**src/rtl/systolic_tile_feeder.sv**
```systemverilog
// systolic_tile_feeder
//
// Feeds one tile of K column vectors into the systolic skew bank. Each tile
// starts with a clear beat that resets the bank, then forwards every
// accepted vector as an advance beat. After that it appends N-1 zero beats
// so the deepest skew lane drains, and it ends with a one-cycle Done pulse.
//
// Parameters
//   N           array dimension (rows per vector, number of skew lanes)
//   DATA_WIDTH  signed element width; rows pass through bit-exact
//   K_MAX       largest tile depth; a longer K_Len saturates to K_MAX
//
// Ports
//   CLK         rising-edge clock
//   ASYNC_RST   asynchronous active-high reset
//   SYNC_RST    synchronous abort; returns to IDLE and zeroes all outputs
//   Start/K_Len tile request; only looked at while not Busy
//   In_Valid/In_Ready/In_Data   upstream vector stream (row r at [r*DW +: DW])
//   Out_Valid   skew bank advance enable
//   Skew_Clear  skew bank synchronous clear (only ever with Out_Valid)
//   Out_Data    vector presented to the skew bank
//   Busy        tile in progress
//   Done        one-cycle tile-complete pulse
module systolic_tile_feeder #(
  parameter int N          = 4,
  parameter int DATA_WIDTH = 32,
  parameter int K_MAX      = 256,
  localparam int CW        = $clog2(K_MAX + 1)
) (
  input  logic                    CLK,
  input  logic                    ASYNC_RST,
  input  logic                    SYNC_RST,
  input  logic                    Start,
  input  logic [CW-1:0]           K_Len,
  input  logic                    In_Valid,
  output logic                    In_Ready,
  input  logic [N*DATA_WIDTH-1:0] In_Data,
  output logic                    Out_Valid,
  output logic                    Skew_Clear,
  output logic [N*DATA_WIDTH-1:0] Out_Data,
  output logic                    Busy,
  output logic                    Done
);

  localparam int FW = (N > 1) ? $clog2(N) : 1;
  localparam logic [CW-1:0] K_LIM = CW'(K_MAX);

  typedef enum logic [2:0] {
    IDLE,
    CLEAR,
    LOAD,
    FLUSH,
    DONE
  } state_t;

  state_t                    state, state_n;
  logic [CW-1:0]             k, k_n;
  logic [CW-1:0]             beat, beat_n;
  logic [CW-1:0]             beat_inc;
  logic [FW-1:0]             flush, flush_n;
  logic                      ov_n, sc_n, done_n;
  logic [N*DATA_WIDTH-1:0]   od_n;

  function automatic logic [CW-1:0] sat_k(input logic [CW-1:0] len);
    return (len > K_LIM) ? K_LIM : len;
  endfunction

  assign In_Ready = (state == LOAD);
  assign Busy     = (state == CLEAR) || (state == LOAD) || (state == FLUSH);
  assign beat_inc = beat + 1'b1;

  always_comb begin
    state_n = state;
    k_n     = k;
    beat_n  = beat;
    flush_n = flush;
    ov_n    = 1'b0;
    sc_n    = 1'b0;
    od_n    = '0;
    done_n  = 1'b0;

    unique case (state)
      // DONE is not Busy, so a new tile may be requested in the Done cycle.
      IDLE, DONE: begin
        state_n = IDLE;
        if (Start) begin
          k_n    = sat_k(K_Len);
          beat_n = '0;
          if (sat_k(K_Len) == '0) begin
            state_n = DONE;
            done_n  = 1'b1;
          end else begin
            state_n = CLEAR;
            ov_n    = 1'b1;
            sc_n    = 1'b1;
          end
        end
      end
      CLEAR: state_n = LOAD;
      LOAD: begin
        if (In_Valid) begin
          ov_n   = 1'b1;
          od_n   = In_Data;
          beat_n = beat_inc;
          if (beat_inc == k) begin
            state_n = FLUSH;
            flush_n = FW'(N - 1);
          end
        end
      end
      // Outputs are registered, so FLUSH spends one cycle per zero beat plus
      // a final cycle in which the last zero beat is on the bus and Done is
      // loaded for the following cycle.
      FLUSH: begin
        if (flush != '0) begin
          ov_n    = 1'b1;
          flush_n = flush - 1'b1;
        end else begin
          state_n = DONE;
          done_n  = 1'b1;
        end
      end
      default: state_n = IDLE;
    endcase

    if (SYNC_RST) begin
      state_n = IDLE;
      k_n     = '0;
      beat_n  = '0;
      flush_n = '0;
      ov_n    = 1'b0;
      sc_n    = 1'b0;
      od_n    = '0;
      done_n  = 1'b0;
    end
  end

  always_ff @(posedge CLK or posedge ASYNC_RST) begin
    if (ASYNC_RST) begin
      state      <= IDLE;
      k          <= '0;
      beat       <= '0;
      flush      <= '0;
      Out_Valid  <= 1'b0;
      Skew_Clear <= 1'b0;
      Out_Data   <= '0;
      Done       <= 1'b0;
    end else begin
      state      <= state_n;
      k          <= k_n;
      beat       <= beat_n;
      flush      <= flush_n;
      Out_Valid  <= ov_n;
      Skew_Clear <= sc_n;
      Out_Data   <= od_n;
      Done       <= done_n;
    end
  end

endmodule

```
**config.mk**
```make
export PLATFORM = sky130hd
export DESIGN_NAME = systolic_tile_feeder
export DESIGN_NICKNAME = d
export VERILOG_FILES = /design/src/rtl/systolic_tile_feeder.sv
export SDC_FILE = /design/constraint.sdc
export NUM_CORES = 1
export LEC_CHECK = 0
export ABC_CLOCK_PERIOD_IN_PS = 14080
export CORE_UTILIZATION = 44
export DETAILED_ROUTE_END_ITERATION = 6
export HOLD_SLACK_MARGIN = 0.12
export PLACE_DENSITY = 0.86
export SYNTH_ARGS = -nofsm -noshare
export SYNTH_HDL_FRONTEND = slang
export SYNTH_SLANG_ARGS = --single-unit
```
**constraint.sdc**
```tcl
create_clock -name CLK -period 14.08 [get_ports CLK]
set_clock_uncertainty 0.05 [all_clocks]
set_input_delay 2.816 -clock CLK [delete_from_list [all_inputs] [get_ports CLK]]
set_output_delay 2.816 -clock CLK [all_outputs]
set_load 0.01 [all_outputs]
```
==> flow_summary.yaml <==
sta:
  slew_violations: 0
  setup_viol: 0
  relSlewSlack_pct: 31.8
  timing.final.crit_share_pct: 33.8
  max_freq_mhz: 210
  hold_viol_final: 0
  rsz0062_at_grt: "no"
  min_period_ns: 4.76
  setup_tns_ns: 0
  worst_slack_ns: 9.32
  tightest_slew_ns: 1.02
synth:
  yosysWarnings: 0
  synth-async-reset-ratio_pct: 100
  synth_edf_count: 0
  avgSynthCellArea_um2: 12.9
  synth_cells: 447
  ys_seq_area_share_pct: 67.0
  synth_seq_cells: 154
  synth_cell_types: 48
  synthFlopType: "dfrtp_1"
  syn_nets: 591
  synth.cell_area_um2: 5750
drt:
  post-route-drc-count: 0
  wire_per_inst_um: 18.8
  drt_wl_total_um: 16700
  firstDrtPassIters: 4
  dr.first_iter.drc_count: 344
  ant_nets: 0
  viasPerCell: 5.19
  num_vias: 4620
hold_path:
  hold_start: "k[0]"
  whs_endpoint: "k[0]"
  whs_path_depth: 1
  hold_path.class: "register to register"
layout:
  nets: 851
  layout-drive-gt1-share_pct: 7.09
  fin_cells: 891
  syn_to_final_growth_pct: 59.7
  final_cell_mix: "clkdlybuf4s50_1 (273), dfrtp_1 (154), and3_1 (130)"
  stdcell_area_um2: 9180
  final_common_cell: "clkdlybuf4s50_1"
  n_antenna_cell: 0
placement:
  dp.cells: 860
  dp_hpwl_um: 11300
  dp_slack_ns: 9.01
  gp_congestion: 0.826
  port_buffers: 274
  placed_area_um2: 8540
critical_path:
  crit_path_end_kind: "output port"
  arrival_ns: 1.89
  r2r-start: "beat[0]"
  rrSetupSlack_ns: 11.90
  crit_required_ns: 11.21
  cp-start-kind: "register"
  r2r-end: "flush[0]"
  crit_type: "register to output port"
  r2r.worst_path.cells: 6
  critPathMaxFanout: 7
clock_tree:
  cts.sinks: 154
  clk_pin_slew_ns: 0.06
  ctsResizeCount: 0
  cts_tree: "yes"
  clk_latency_ns: 0.43
  cts_made_buffers: 17
  postCtsSetupBuffers: 0
  cts.hold.buffers_added: 0
  h-tree-depth: 4
  cts_buffer_depth: 2
  cts-root-buf: "clkbuf_16"
power:
  p_leak_nw: 4.54
  vdd_drop_max_uv: 80.7
  cellPowerDensity_nw_per_um2: 118
grt:
  grt_use_met3_pct: 8.10
  gr-total-overflow: 0
  use_met1_pct: 26.1
  grt-busiest-layer: "met2"
  grt_use_met2_pct: 44.1
  grt_pass1_vias: 4524
  grt_pass1_wl_um: 24200
  antenna_found_initial: 0
  grt.total_usage_pct: 24.3
  grt_max_degree: 135
floorplanning:
  fp-row-count: 41
  dieHeight_um: 116
  initial_core_util_pct: 45.4
  fp.coreArea_um2: 12700
  die-area_um2: 13500
  die_w_um: 116
  ios: 275
job:
  cap_violations: 0
outcome:
  status: "completed"
==> stage by stage <==
stage / hold slack [ns] / utilization (%) / total power [mW]
finish: 0.484 / 72.5 / 1.08
global route: 0.492 / 72.5 / 1.11
CTS: 0.484 / 72.5 / 1.09
detailed placement: 0.467 / 67.4 / 0.592
global placement: 0.478 / 67.4 / 0.589
floorplan: 0.435 / - / 0.519
==> layout make-up <==
type | count | area (um^2)
fillers | 838 | 3490
clock inverters | 11 | 193
inverters | 5 | 23.8
multi-input cells | 251 | 1680
flip-flops and latches | 154 | 3850
repair buffers | 278 | 2770
clock buffers | 20 | 447
well taps | 172 | 215
==> report_power, final <==
group	switching (mW)	total, mW	internal [mW]
registers	0.00810	0.464	0.456
logic	0.0536	0.121	0.0679
clock network	0.176	0.495	0.318
total	0.238	1.08	0.842
==> kinds of logic (layout without fill, tap and decap cells) <==
group,count (synthesis),in the layout,synth area share (%)
fa+ha+maj,2,2,0.435
buf+inv,42,314,3.72
flops,154,154,67.0
mux,2,2,0.370
simple gates,186,186,20.0
xor+xnor,14,14,2.13
compound gates,47,47,6.33
==> cell usage after synthesis (all sizes together) (5+ instances only) <==
master / number / area (um^2)
inv: 5 / 18.8
a22o: 10 / 87.6
and3: 130 / 813
o31ai: 5 / 42.5
nand3: 8 / 40.0
clkbuf: 29 / 119
dfrtp: 154 / 3850
o21ai: 12 / 60.1
nor2: 15 / 56.3
nand2: 12 / 52.6
buf: 8 / 76.3
xnor2: 8 / 70.1
xor2: 6 / 52.6
==> flip-flops by register name (all words and copies together), names as in the netlist <==
name        count
Out_Data      128
beat            9
k               9
state           3
flush           2
Done            1
Out_Valid       1
Skew_Clear      1
==> per-layer routing <==
layer	wire, um	share of wire (%)
met4	442	2.6
met1	6050	36
met2	8920	53
met5	0	0
met3	1300	7.8
==> how the worst max path moves through the flow <==
| stage | start | to | slack [ns] | cells after the start |
|---|---|---|---|---|
| 2_1_floorplan | ASYNC_RST | Done | 7.06 | 1 |
| 3_3_place_gp | SYNC_RST | beat[5] | 9.09 | 7 |
| 6_report | state[2] | In_Ready | 9.32 | 3 |
| 3_5_place_dp | SYNC_RST | beat[5] | 9.01 | 7 |
| 5_1_grt | state[2] | In_Ready | 9.24 | 3 |
| 4_1_cts | state[2] | In_Ready | 9.31 | 3 |
==> worst max-delay path: stages (launching register included) <==
cell             delay [ns]
dfrtp_1                0.43
nand2b_1               0.27
nor2_1                 0.20
clkdlybuf4s50_1        0.57
Note: power is estimated with default switching activity, not from simulation.
